## config.mk

```make
export PLATFORM = sky130hd
export DESIGN_NAME = addrc_controller
export DESIGN_NICKNAME = d
export VERILOG_FILES = /design/src/rtl/addrc_controller.sv
export SDC_FILE = /design/constraint.sdc
export NUM_CORES = 1
export LEC_CHECK = 0
export CAP_MARGIN = 5
export CORE_AREA = 8 8 45 47
export DETAILED_ROUTE_END_ITERATION = 10
export DIE_AREA = 0 0 53 55
export SETUP_SLACK_MARGIN = 0.15
export SLEW_MARGIN = 20
export SYNTH_ARGS = -nofsm -noshare
export SYNTH_HDL_FRONTEND = slang
export SYNTH_SLANG_ARGS = --single-unit
```

## constraint.sdc

```tcl
create_clock -name clk -period 2.2 [get_ports clk]
set_clock_uncertainty 0.1 [all_clocks]
set_input_delay 0.33 -clock clk [delete_from_list [all_inputs] [get_ports clk]]
set_output_delay 0.33 -clock clk [all_outputs]
set_load 0.05 [all_outputs]
```

## src/rtl/addrc_controller.sv

```systemverilog
// Control FSM for the add-round-constant pass: sequences LOAD/XOR/WRITE over 64 slices and tracks the round index.
// Optional build macro ADDRC_CTRL_PERF_EN adds the pass_cycles performance output.
module addrc_controller #(
  parameter int ROUNDS = 24,
  parameter int RIDX_W = 5
) (
  input  logic              clk,
  input  logic              rst,
  input  logic              start,
  input  logic              cnt_co_64,
  output logic              busy,
  output logic              done,
  output logic              cnt_rst_64,
  output logic              cnt_en_64,
  output logic              inreg_en,
  output logic              xor_en,
  output logic              mem_wr_en,
  output logic [RIDX_W-1:0] round_idx,
  output logic              last_round
`ifdef ADDRC_CTRL_PERF_EN
  ,
  output logic [8:0]        pass_cycles
`endif
);

  localparam logic [RIDX_W-1:0] LAST_IDX = RIDX_W'(ROUNDS - 1);

  typedef enum logic [2:0] {
    ST_IDLE  = 3'd0,
    ST_INIT  = 3'd1,
    ST_LOAD  = 3'd2,
    ST_XOR   = 3'd3,
    ST_WRITE = 3'd4,
    ST_DONE  = 3'd5
  } state_t;

  state_t state, state_next;

  always_ff @(posedge clk) begin
    if (rst) begin
      state <= ST_IDLE;
    end else begin
      state <= state_next;
    end
  end

  // Next-state and Moore strobe decode; unused encodings fall back to IDLE.
  always_comb begin
    state_next = ST_IDLE;
    busy       = 1'b0;
    done       = 1'b0;
    cnt_rst_64 = 1'b0;
    cnt_en_64  = 1'b0;
    inreg_en   = 1'b0;
    xor_en     = 1'b0;
    mem_wr_en  = 1'b0;
    case (state)
      ST_IDLE: begin
        state_next = start ? ST_INIT : ST_IDLE;
      end
      ST_INIT: begin
        busy       = 1'b1;
        cnt_rst_64 = 1'b1;
        state_next = ST_LOAD;
      end
      ST_LOAD: begin
        busy       = 1'b1;
        inreg_en   = 1'b1;
        state_next = ST_XOR;
      end
      ST_XOR: begin
        busy       = 1'b1;
        xor_en     = 1'b1;
        state_next = ST_WRITE;
      end
      ST_WRITE: begin
        busy       = 1'b1;
        xor_en     = 1'b1;
        mem_wr_en  = 1'b1;
        cnt_en_64  = 1'b1;
        state_next = cnt_co_64 ? ST_DONE : ST_LOAD;
      end
      ST_DONE: begin
        busy       = 1'b1;
        done       = 1'b1;
        state_next = ST_IDLE;
      end
      default: begin
        state_next = ST_IDLE;
      end
    endcase
  end

  // The round index advances once per completed pass and wraps after the final round.
  always_ff @(posedge clk) begin
    if (rst) begin
      round_idx <= '0;
    end else if (state == ST_DONE) begin
      round_idx <= (round_idx == LAST_IDX) ? '0 : round_idx + 1'b1;
    end
  end

  assign last_round = (round_idx == LAST_IDX);

`ifdef ADDRC_CTRL_PERF_EN
  logic [8:0] perf_cnt;

  // Counter restarts when INIT is entered, so DONE observes INIT + 192 slice cycles.
  always_ff @(posedge clk) begin
    if (rst) begin
      perf_cnt    <= '0;
      pass_cycles <= '0;
    end else begin
      if (state == ST_IDLE && start) begin
        perf_cnt <= '0;
      end else if (busy) begin
        perf_cnt <= perf_cnt + 9'd1;
      end
      if (state == ST_DONE) begin
        pass_cycles <= perf_cnt;
      end
    end
  end
`endif

endmodule

```

# Yosys cells after proc, flatten, opt, wreduce, memory -nomap -nowiden
# Cells that the tools add are included.
# word_totals
in_bits	4
output_inout_bits	13
register_bits	8
# classes
n_reduce_logical	3
n_mux	10
n_addsub	1
n_eq_ne	6
# ops
operator	count
$pmux 3 s5	1
$mux 1	7
$eq 3x2->1 const B	2
$eq 3x3->1 const B	2
$add 5x1->5 const B	1
$eq 5x5->1 const B	1
$mux 5	1
$reduce_or 5->1	1
$eq 3x1->1 const B	1
$logic_not 3->1	1
$mux 3	1
$reduce_or 2->1	1

# Longest topological paths before layout
# Gate-level depths: netlist (run 1).
# depth
ltp_word	3
ltp_mapped	5

# Worst setup path after synthesis (run 1)
# OpenSTA, ideal clock, no wires.
# synth_timing
kind	register to output
from	reg state[2]
to	out xor_en
stages_incl_launch_ff	4
setup_slack_ps	-625
required_ps	1770
t_arrival_ps	2395
path_cell_list	dfxtp_1 -> buf_2 -> nor3b_1 -> nand2b_1
# synth_between
elab_chain_len	3
word_cells_on_any_way	4
# synth_lines
element	line	text
from (decl)	37	state_t state, state_next;
from (signal assigned)	43	state <= state_next;
$eq 3x3->1 / $eq 3x2->1 (equally long branches)	57	case (state)
$reduce_or 2->1 (no source line) (*)	-	
$mux 1 (*)	57	
to (decl)	16	output logic xor_en,
# Mark *: on every way between the ends. The rest lies on a longest branch, timed or not.

# Final worst setup path (run 1)
# layout_timing
from	reg round_idx[2]
to	out round_idx[2]
# layout_rtl
element	line	text
from (decl)	18	output logic [RIDX_W-1:0] round_idx,
from (signal assigned)	99	round_idx <= (round_idx == LAST_IDX) ? '0 : round_idx + 1'b1;
# No word-level cell between the ends.

==> results.sh, run 1 <==
export IMPL_status="finished clean"
export IMPL_powerDensity_nw_per_um2=566
export IMPL_gp_congestion=0.697
export IMPL_regToRegSetupSlack_ps=610
export IMPL_netlist_area_leader_share_pct=36.0
export IMPL_path_class="reg -> out"
export IMPL_setup_viol=0
export IMPL_yosys_warnings=0
export IMPL_synth_net_count=56
export IMPL_rows=14
export IMPL_tns_ps=0
export IMPL_hold_violations=0
export IMPL_grt_overflow_total=0
export IMPL_start_util_pct=32.2
export IMPL_clock_sinks=8
export IMPL_nets=72
export IMPL_track_usage_pct=7.55
export IMPL_grt_max_degree=12
export IMPL_dieArea_um2=2920
export IMPL_synth_top_family_by_area="simple AND/OR/NAND/NOR gates"
export IMPL_clk_path_buf_depth=2
export IMPL_drtPass1Iterations=1
export IMPL_async_flop_share_pct=0
export IMPL_synthXorXnorAreaFrac_pct=1.97
export IMPL_cp_endpoint="round_idx[2]"
export IMPL_synth_fa_ha_area_share_pct=2.81
export IMPL_ctsHoldBuffers=0
export IMPL_die_h_um=55
export IMPL_wirelength_um=989
export IMPL_critPathMaxStageDelay_ps=830
export IMPL_crit_cells=1
export IMPL_hpwl_um=759
export IMPL_path_delay_family="buffers and inverters"
export IMPL_drv_cap=0
export IMPL_arrival_ps=1470
export IMPL_crit_fanout=5
export IMPL_reg2reg_to="round_idx[3]"
export IMPL_cts_resized=0
export IMPL_synth_edf_count=0
export IMPL_cpMaxStageDelayCell="clkdlybuf4s50_1"
export IMPL_drcViolationCount=0
export IMPL_ys_seq_area_share_pct=36.0
export IMPL_antenna_found_initial=0
export IMPL_finalCritPeriodShare_pct=86.3
export IMPL_die_w_um=53
export IMPL_p_leak_nw=0.269
export IMPL_tightest_slew_ps=494
export IMPL_rr_startpoint="round_idx[0]"
export IMPL_fin_crit_ps=1900
export IMPL_synth_cell_types=29
export IMPL_drv_slew=0
export IMPL_fmax_mhz=527
export IMPL_peakVddDrop_mv=0.246
export IMPL_insertion_delay_ps=240
export IMPL_crit_required_ps=1770
export IMPL_drt_initial_drc_count=0
export IMPL_ys_top_cells_by_area="dfxtp_1 36%, a21oi_1 6.7%, nand2_1 5.1%, nor3b_1 5.1%, nand3b_4 4.5%"
export IMPL_ant_nets=0
export IMPL_detail_route_wl_per_cell_um=12.2
export IMPL_coreArea_um2=1380
export IMPL_synth_top_area_cell="dfxtp_1"
export IMPL_n_fill_cell=154
export IMPL_synth_mux_area_fraction_pct=0
export IMPL_route_vias_total=404
export IMPL_synth_simple_area_share_pct=34.8
export IMPL_regArea_um2=160
export IMPL_ios=17
export IMPL_end_kind="output pin"
export IMPL_path_clk_slew_ps=50
export IMPL_ff2ff_path_depth=4
export IMPL_synth_flop_cell="dfxtp_1"
export IMPL_startpoint="round_idx[2]"
export IMPL_worstPathCellList="clkdlybuf4s50_1"
export IMPL_cts_buffers=3
export IMPL_post_cts_buffers=0
export IMPL_cp_start_kind="register"
export IMPL_grt_pass1_wl_um=1560
export IMPL_grt_pass1_vias=354
export IMPL_io_buffers=16
export IMPL_timing_hold_ws_ps=404
export IMPL_synth_cells=51
export IMPL_drive_above_1_share_pct=24.6
export IMPL_ys_ff_latch=8
export IMPL_synth_compound_area_share_pct=15.2
export IMPL_critPathBufInv=1
export IMPL_h_tree_depth=1
export IMPL_rsz0062_at_grt="no"
export IMPL_viasPerCell=4.99
export IMPL_synthToLayoutAreaGrowth_pct=41.9
export IMPL_maxSlewHeadroom_pct=67.0
export IMPL_multiInputGateArea_um2=260
export IMPL_avgSynthCellArea_um2=8.73
export IMPL_netlist_area_um2=445
export IMPL_antenna_cells=0
export IMPL_hp_class="reg -> reg"
export IMPL_clock_tree_root_cell="clkbuf_4"
export IMPL_tritoncts="done"
[report_power, final]
| part | switching, mW | leakage (nW) | internal [mW] |
|---|---|---|---|
| registers | 0.0146 | 0.0649 | 0.150 |
| logic | 0.0487 | 0.190 | 0.0375 |
| clock network | 0.0451 | 0.0138 | 0.0621 |
[placed cells by master (no fill, tap or decap)]
cell type and count:
a211oi_1 1, a21oi_1 6, and2b_1 1, and4b_2 1, buf_12 2, buf_4 6
clkbuf_4 3, clkdlybuf4s50_1 8, dfxtp_1 8, ha_1 1, inv_1 1, nand2_1 6
nand2b_1 1, nand3_1 1, nand3b_1 1, nand3b_4 1, nand4b_1 1, nor2_1 2
nor2b_1 1, nor3_1 1, nor3b_1 1, nor3b_2 1, nor3b_4 1, o21ai_0 3
o21bai_1 1, o31ai_1 1, or3_2 1, or4_1 1, or4b_1 1, xor2_1 1
[registers in the layout, summed over array words and instances (netlist names)]
name / flops
round_idx: 5
state: 3
[kinds of logic (layout without fill, tap and decap cells)]
family / Yosys count / in the layout
compound gates: 12 / 12
xor+xnor: 1 / 1
fa+ha+maj: 1 / 1
buf+inv: 6 / 20
flops: 8 / 8
simple gates: 23 / 23
[layout make-up]
cell class                 count  share of cell area [%]
tap                           16                    3.17
timing repair buffer          16                    26.1
sequential                     8                    25.3
inverter                       1                   0.594
multi-input combinational     37                    41.2
clock buffer                   3                    3.56
[worst min-delay path by stage]
stage,depth (start not counted),to,slack (ps),startpoint
after global routing,2,round_idx[1],430,round_idx[1]
after floorplan,2,state[2],370,cnt_co_64
after detailed placement,2,round_idx[0],400,round_idx[0]
after global placement,2,round_idx[1],390,round_idx[1]
final,2,round_idx[0],400,round_idx[0]
after CTS,2,round_idx[0],410,round_idx[0]
[tightest hold or removal path: stages (launching register included)]
cell and delay (ps):
dfxtp_1 340, nand2_1 70, a21oi_1 50
[Yosys cell counts (2+ instances only)]
cell type  number
nor2_1          2
a21oi_1         6
o21ai_0         3
nor3b_1         3
dfxtp_1         8
nand2_1         6
[per-layer routing]
metal  global-route usage [%]  share of wire [%]
met3                     4.55                 13
met2                     9.77                 39
met1                     8.08                 46
met4                     7.76               0.91
met5                        0                  0
[through the flow]
stage | util (%) | worst slack, ps | power (mW) | instance area (um^2) | instances
2_1_floorplan | - | 162 | 0.226 | 462 | 51
3_3_place_gp | 44.0 | 549 | 0.254 | 609 | 78
3_5_place_dp | 44.0 | 555 | 0.254 | 609 | 78
4_1_cts | 45.7 | 279 | 0.367 | 632 | 81
5_1_grt | 45.7 | 177 | 0.382 | 632 | 81
6_report | 45.7 | 301 | 0.358 | 632 | 81
Note: power is estimated with default switching activity, not from simulation.
==> run 2, diff against run 1 <==
--- a/config.mk
+++ b/config.mk
@@ -7,8 +7,10 @@
 export LEC_CHECK = 0
 export CAP_MARGIN = 5
 export CORE_AREA = 8 8 45 47
+export CTS_CLUSTER_DIAMETER = 50
 export DETAILED_ROUTE_END_ITERATION = 10
 export DIE_AREA = 0 0 53 55
+export PLACE_DENSITY = 0.62
 export SETUP_SLACK_MARGIN = 0.15
 export SLEW_MARGIN = 20
 export SYNTH_ARGS = -nofsm -noshare
==> run 2 against run 1 <==
Compared with the run above: power rose by 0.63%; fmax rose by 0.47%; sequential power is essentially flat; sequential share of layout area did not move; flip-flop and latch count is the same; core utilization stayed put; largest power group unchanged; global-route usage rose by 0.071 points; combinational power about the same; register-to-register slack barely moved; critical path depth did not move.
==> results.sh, run 2 (synthesis results as in run 1) <==
export IMPL_grt_overflow_total=0
export IMPL_status="finished clean"
export IMPL_h_tree_depth=1
export IMPL_hp_class="reg -> reg"
export IMPL_setup_viol=0
export IMPL_layout_common_cells="8 x clkdlybuf4s50_1, 8 x dfxtp_1, 6 x nand2_1, 6 x a21oi_1, 6 x buf_4"
export IMPL_ant_nets=0
export IMPL_tns_ps=0
export IMPL_ff2ff_path_depth=4
export IMPL_fmax_mhz=529
export IMPL_grt_max_degree=12
export IMPL_met1_length_um=468
export IMPL_top_regs="round_idx: 5 flops, state: 3 flops"
export IMPL_crit_fanout=5
export IMPL_track_usage_pct=7.62
export IMPL_hold_violations=0
export IMPL_clk_path_buf_depth=2
export IMPL_path_delay_family="buffers and inverters"
export IMPL_clock_sinks=8
export IMPL_synthToLayoutAreaGrowth_pct=41.9
export IMPL_die_h_um=55
export IMPL_route_vias_total=402
export IMPL_grt_pass1_wl_um=1590
export IMPL_arrival_ps=1460
export IMPL_insertion_delay_ps=250
export IMPL_cpMaxStageDelayCell="clkdlybuf4s50_1"
export IMPL_wirelength_um=972
export IMPL_post_cts_buffers=0
export IMPL_antenna_found_initial=0
export IMPL_detail_route_wl_per_cell_um=12.0
export IMPL_ios=17
export IMPL_drive_above_1_share_pct=24.6
export IMPL_io_buffers=16
export IMPL_finalCritPeriodShare_pct=85.9
export IMPL_critPathMaxStageDelay_ps=830
export IMPL_fin_crit_ps=1890
export IMPL_viasPerCell=4.96
export IMPL_path_class="reg -> out"
export IMPL_cts_resized=0
export IMPL_tritoncts="done"
export IMPL_drv_cap=0
export IMPL_drtPass1Iterations=2
export IMPL_tightest_slew_ps=497
export IMPL_final_util_pct=45.7
export IMPL_hold_depth=2
export IMPL_gp_congestion=0.720
export IMPL_path_clk_slew_ps=50
export IMPL_die_w_um=53
export IMPL_crit_cells=1
export IMPL_hold_start="round_idx[1]"
export IMPL_top_register="round_idx"
export IMPL_routed_wl_met3_um=124
export IMPL_clock_tree_root_cell="clkbuf_4"
export IMPL_cp_start_kind="register"
export IMPL_ctsHoldBuffers=0
export IMPL_maxSlewHeadroom_pct=66.8
export IMPL_hpwl_um=736
export IMPL_rows=14
export IMPL_critPathBufInv=1
export IMPL_route_met2_wl_um=370
export IMPL_drcViolationCount=0
export IMPL_cts_buffers=3
export IMPL_rsz0062_at_grt="no"
export IMPL_drt_initial_drc_count=6
export IMPL_p_leak_nw=0.269
export IMPL_largest_reg_flops=5
export IMPL_regToRegSetupSlack_ps=620
export IMPL_antenna_cells=0
export IMPL_crit_required_ps=1770
export IMPL_grt_pass1_vias=379
export IMPL_nets=72
export IMPL_n_fill_cell=149
export IMPL_worstPathCellList="clkdlybuf4s50_1"
export IMPL_dieArea_um2=2920
export IMPL_coreArea_um2=1380
export IMPL_reg2reg_to="round_idx[3]"
export IMPL_drv_slew=0
export IMPL_rr_startpoint="round_idx[0]"
export IMPL_end_kind="output pin"
export IMPL_powerDensity_nw_per_um2=570
export IMPL_start_util_pct=32.2
export IMPL_hold_end="round_idx[1]"
export IMPL_peakVddDrop_mv=0.238
export IMPL_maxUsedRoutingLayer="met4"
-- run 2: cell counts in the layout (fill, tap and decap cells not counted) --
Identical to the previous run, type by type.
-- run 2: layout make-up --
type	count	area [um^2]	share of cell area, %
Multi-Input combinational cell	37	260	41.2
Clock buffer	3	22.5	3.56
Inverter	1	3.75	0.594
Timing Repair Buffer	16	165	26.1
Sequential cell	8	160	25.3
Tap cell	16	20.0	3.17
-- run 2: metrics by stage --
stage,hold slack [ps],power (mW),std cells,worst slack [ps],area (um^2)
after CTS,396,0.369,81,287,632
after global routing,428,0.382,81,158,632
after global placement,385,0.254,78,565,609
after floorplan,370,0.226,51,162,462
final,394,0.360,81,310,632
after detailed placement,389,0.254,78,566,609
-- run 2: worst min-delay path, cell delays in order (launching register included) --
cell and delay [ps]:
dfxtp_1 330, nand2_1 60, a21oi_1 50
-- run 2: metal layers --
layer	up-vias	track usage, %
met3	2	4.01
met5	-	0
met1	176	8.90
met2	16	9.38
li1	208	-
met4	0	7.76
-- run 2: power by group --
part	total (mW)	leakage [nW]	switching, mW	internal (mW)
clock	0.110	0.0138	0.0476	0.0623
combinational	0.0860	0.190	0.0485	0.0375
sequential	0.164	0.0649	0.0144	0.150
total	0.360	0.269	0.110	0.249
-- run 2: worst max-delay path by stage --
stage / slack (ps) / start / endpoint
6_report: 310 / round_idx[2] / round_idx[2]
5_1_grt: 160 / state[1] / xor_en
4_1_cts: 290 / round_idx[2] / round_idx[2]
3_5_place_dp: 570 / round_idx[2] / round_idx[2]
3_3_place_gp: 560 / state[1] / xor_en
2_1_floorplan: 160 / state[2] / xor_en
==> RTL edit 1 (flow settings as in run 2) <==
Encoding of `state_t`: now Gray code (3 bits for 6 states).
--- a/src/rtl/addrc_controller.sv
+++ b/src/rtl/addrc_controller.sv
@@ -28,8 +28,8 @@
   typedef enum logic [2:0] {
-    ST_IDLE  = 3'd0,
-    ST_INIT  = 3'd1,
-    ST_LOAD  = 3'd2,
-    ST_XOR   = 3'd3,
-    ST_WRITE = 3'd4,
-    ST_DONE  = 3'd5
+    ST_IDLE  = 3'b000,
+    ST_INIT  = 3'b001,
+    ST_LOAD  = 3'b011,
+    ST_XOR   = 3'b010,
+    ST_WRITE = 3'b110,
+    ST_DONE  = 3'b111
   } state_t;
Function: same outputs for any inputs over 10 cycles, from zero or initial values and one cycle with rst high; not proved beyond that.
==> RTL edit 1 against run 2 <==
Non-clock buffer count stayed put; power is 5.5% lower; final area is 12% lower; worst setup slack worse by 0.010 ns; synthesized cell count is 9.8% lower; synthesized area is 14% lower; sequential cell count stayed put; wire length is 4.9% lower.
==> RTL edit 1: results (changes against run 2) <==
Status
  – Status: finished clean

Route
  – DR vias: 380 (-5.5%)
  – DRT Pass-1 Iters: 4 (+2)
  – Starting DRT DRC Count: 11 (+5)
  – Routed vias/inst: 4.81 (-3.1%)
  – WL/cell: 11.7 um (-2.5%)

Clocking
  – Worst skew pair latency: 0.25 ns (about the same)
  – Bufs on Longest Clock Path: 2 (unchanged)
  – H-tree lvl count: 1 (unchanged)
  – Postcts setup bufs: 0 (unchanged)
  – Root Driver: clkbuf_4
  – CTS Buf Count: 3 (unchanged)
  – Clk pin slew, worst setup/hold paths: 0.05 ns (about the same)
  – Post-CTS Resized: 0 (unchanged)

Yosys
  – Synth top cells by count: dfxtp_1 (8), nand2_1 (6), a21oi_1 (5), nor2_1 (5), o21ai_0 (4)
  – Distinct cell type count after synthesis: 21 (-28%)
  – Asr flop ratio synth: 0% (unchanged)
  – YS warnings: 0 (unchanged)
  – Synthesized Nets: 51 (-8.9%)
  – Top post-synthesis cells by area: dfxtp_1 (42%), a21oi_1 (6.6%), nand2_1 (5.9%)
  – Mapped Avg Cell Area: 8.30 sq um (-5.0%)
  – Sequential share of the synthesized area: 42.0% (+6.0 points)

GRT
  – First-pass GRT wire length: 1.54 mm (-3.5%)
  – Vias in the first global route: 353 (-6.9%)
  – Largest net degree at the start of global routing: 9 (-3)
  – Initial antenna violation count: 0 (unchanged)
  – Total Routing Usage GR: 7.01% (-0.61 points)

Placed design
  – Placed insts: 76 (-2.6%)
  – DP Wirelength: 710 um (-3.6%)
  – Area after DPL: 532 sq um (-13%)
  – PortBufs: 16 (unchanged)
  – Final GP Congestion: 0.751 (+4.3%)

Timing
  – Worst slew margin: 66.4% (-0.36 points)

Finish
  – Biggest regs: round_idx (5), state (3)
  – N_diodes: 0 (unchanged)
  – Share of layout cells above drive strength 1: 22.2% (-2.4 points)
  – Final net count: 70 (-2.8%)

Pwr
  – Internal: 0.237 mW (-5.1%)
  – Max IR drop VDD: 0.000364 V (+53%)
  – Pleak: 0.234 nW (-13%)

Setup path
  – WP data arrival: 1.47 ns
  – Worst-path fanout max: 5 (unchanged)
  – Slowest cell on crit path: clkdlybuf4s50_1
  – CP top delay family: buffers and inverters
  – CP peak stage delay: 0.83 ns (about the same)
  – Critical Path Start: round_idx[2]
  – RR Startpoint: round_idx[0]

Hold path
  – Hold_sp: round_idx[1]
  – HP Class: register to register
[RTL edit 1: cell types whose count changed in the layout (fill, tap and decap cells not counted), sizes merged, moves of 2 or more]
cell,run 2,this run
nor2,2,5
nor3b,3,0
inv,1,3
nand3b,2,0
[RTL edit 1: metal layers]
| layer | routed length, um | track usage [%] | vias to the layer above |
|---|---|---|---|
| met3 | 40 | 3.48 | 2 |
| met4 | 19 | 2.59 | 0 |
| met1 | 372 | 6.58 | 175 |
| met2 | 491 | 12.9 | 8 |
| li1 | - | - | 195 |
| met5 | 0 | 0 | - |
[RTL edit 1: final cells by class]
class / instances / area (sq um)
Clock buffer: 3 / 22.5
Fill cell: 150 / 830
Inverter: 3 / 11.3
Multi-Input combinational cell: 33 / 200
Sequential cell: 8 / 160
Tap cell: 16 / 20.0
Timing Repair Buffer: 16 / 140
[RTL edit 1: final timing paths]
| path | endpoint | cells after the start | slack (ns) |
|---|---|---|---|
| worst min-delay path | round_idx[1] | 2 | 0.39 |
| worst min register to register | round_idx[1] | 2 | 0.39 |
| worst max-delay path | round_idx[2] | 1 | 0.30 |
| worst max register to register | round_idx[3] | 4 | 0.66 |
[RTL edit 1: through the flow]
step	setup slack, ns	power [mW]
global placement	0.566	0.234
CTS	0.287	0.346
floorplan	0.240	0.211
finish	0.300	0.340
global route	0.230	0.359
detailed placement	0.566	0.234
[RTL edit 1: worst reg2reg max path, delay by kind of cell, from the launching register on]
kind | cells | cell delay (ns)
flops | 1 | 0.34
compound gates | 1 | 0.12
fa+ha+maj | 1 | 0.24
simple gates | 2 | 0.68
[RTL edit 1: logic make-up after synthesis]
kind of cell	after synthesis	share of synthesized area [%]
AOI/OAI and AO/OA	10	13.8
xor gates and xnor gates	1	2.30
adders and majority gates	1	3.28
buffers and inverters	5	5.90
DFF	8	42.0
and+or+nand+nor	21	32.8
[RTL edit 1: power groups by stage]
stage / clock, mW / sequential [mW] / combinational, mW
final: 0.110 / 0.162 / 0.0685
after floorplan: 0 / 0.163 / 0.0485
after global placement: 0 / 0.165 / 0.0691
after CTS: 0.115 / 0.161 / 0.0696
after global routing: 0.123 / 0.163 / 0.0734
after detailed placement: 0 / 0.164 / 0.0695
==> RTL edit 2 (settings of run 2) <==
Made on the original files. Set the parameter `RIDX_W` to 4 (it was 5).
--- a/src/rtl/addrc_controller.sv
+++ b/src/rtl/addrc_controller.sv
@@ -4,3 +4,3 @@
   parameter int ROUNDS = 24,
-  parameter int RIDX_W = 5
+  parameter int RIDX_W = 4
 ) (
Interface: changed (resized round_idx); port bits go from 17 to 16. No check against the original RTL was run, so the function may have changed too.
==> RTL edit 2 against run 2 <==
Synthesized area decreased by 12%; sequential cell count decreased by 1; power decreased by 2.6%; register-to-register slack improved by 0.07 ns; critical path depth unchanged; worst hold slack improved by 0.0089 ns; cell count decreased by 6.2%; final area decreased by 8.5%; sequential power decreased by 12%; wire length decreased by 2.5%; worst setup slack got worse by 0.012 ns; critical endpoint is now round_idx[0]; largest cell class unchanged; highest routed layer unchanged.
==> RTL edit 2: results (changes against run 2) <==
Yosys
  – Post-synthesis compound-gate area fraction: 14.7% (-0.42 points)
  – Xor/xnor share of the synthesized area: 2.24% (+0.28 points)
  – Top post-synthesis cells by area: dfxtp_1 (36%), a21oi_1 (6.4%), nor3b_1 (5.8%)
  – Distinct cell type count after synthesis: 26 (-10%)
  – Sequential share of the synthesized area: 35.9% (-0.058 points)

Finish
  – Share of layout cells above drive strength 1: 23.3% (-1.3 points)
  – Area taken by multi-input logic gates: 233 sq um (-11%)

Placed design
  – Post-place setup slack: 0.559 ns (-0.00723 ns)
  – DP Wirelength: 705 um (-4.2%)
  – Final GP Congestion: 0.670 (-6.9%)
  – PortBufs: 15 (-1)

Pwr
  – Part of the power in registers: 41.5% (-4.1 points)
  – Clock network power: 0.118 mW (+7%)
  – Power per cell area: 606 nW/um^2 (+6.4%)
  – Max IR drop VDD: 0.000227 V (-4.4%)

Timing
  – Final hold slack: 0.403 ns (+0.00894 ns)
  – Post-route minimum period: 1.90 ns (+0.0120 ns)

Status
  – Status: finished clean

GRT
  – First-pass GRT wire length: 1.63 mm (+2.2%)
  – Vias in the first global route: 354 (-6.6%)
  – Total Routing Usage GR: 7.71% (+0.089 points)

Route
  – Drt total wl: 948 um (-2.5%)
  – DRT Pass-1 Iters: 4 (+2)
  – Met2 WL post-DR: 313 um (-15%)
  – WL met3: 111 um (-10%)

Setup path
  – Flop-to-flop setup slack: 0.69 ns (+0.07 ns)
  – Worst R2R Path Depth: 3 (-1)
  – Critical Path Start: round_idx[0]
  – RR Startpoint: state[2]
RTL edit 2: final cells by class:
type,count,share of cell area [%]
multi-input cells,33,40.3
repair buffers,15,26.8
flip-flops and latches,7,24.2
clock buffers,4,4.55
well taps,16,3.46
inverters,1,0.649
RTL edit 2: how the worst max path moves through the flow:
stage / to / cells after the start
finish: round_idx[0] / 1
global route: xor_en / 3
CTS: xor_en / 3
detailed placement: round_idx[0] / 1
global placement: round_idx[0] / 1
floorplan: xor_en / 3
RTL edit 2: kinds of logic after synthesis:
family,after synthesis
compound gates,10
buf+inv,5
flops,7
simple gates,21
fa+ha+maj,1
xor+xnor,1
RTL edit 2: worst reg2reg max path, delay by kind of cell (launching register included):
kind	cells	cell delay, ns
flip-flops	1	0.57
AO/OA/AOI/OAI	1	0.13
AND/OR/NAND/NOR	2	0.64
RTL edit 2: per-layer routing:
metal  GRT usage (%)  vias up
li1                -      188
met3            3.48        5
met5               0        -
met4            7.76        0
met1            9.59      157
met2            9.18       19
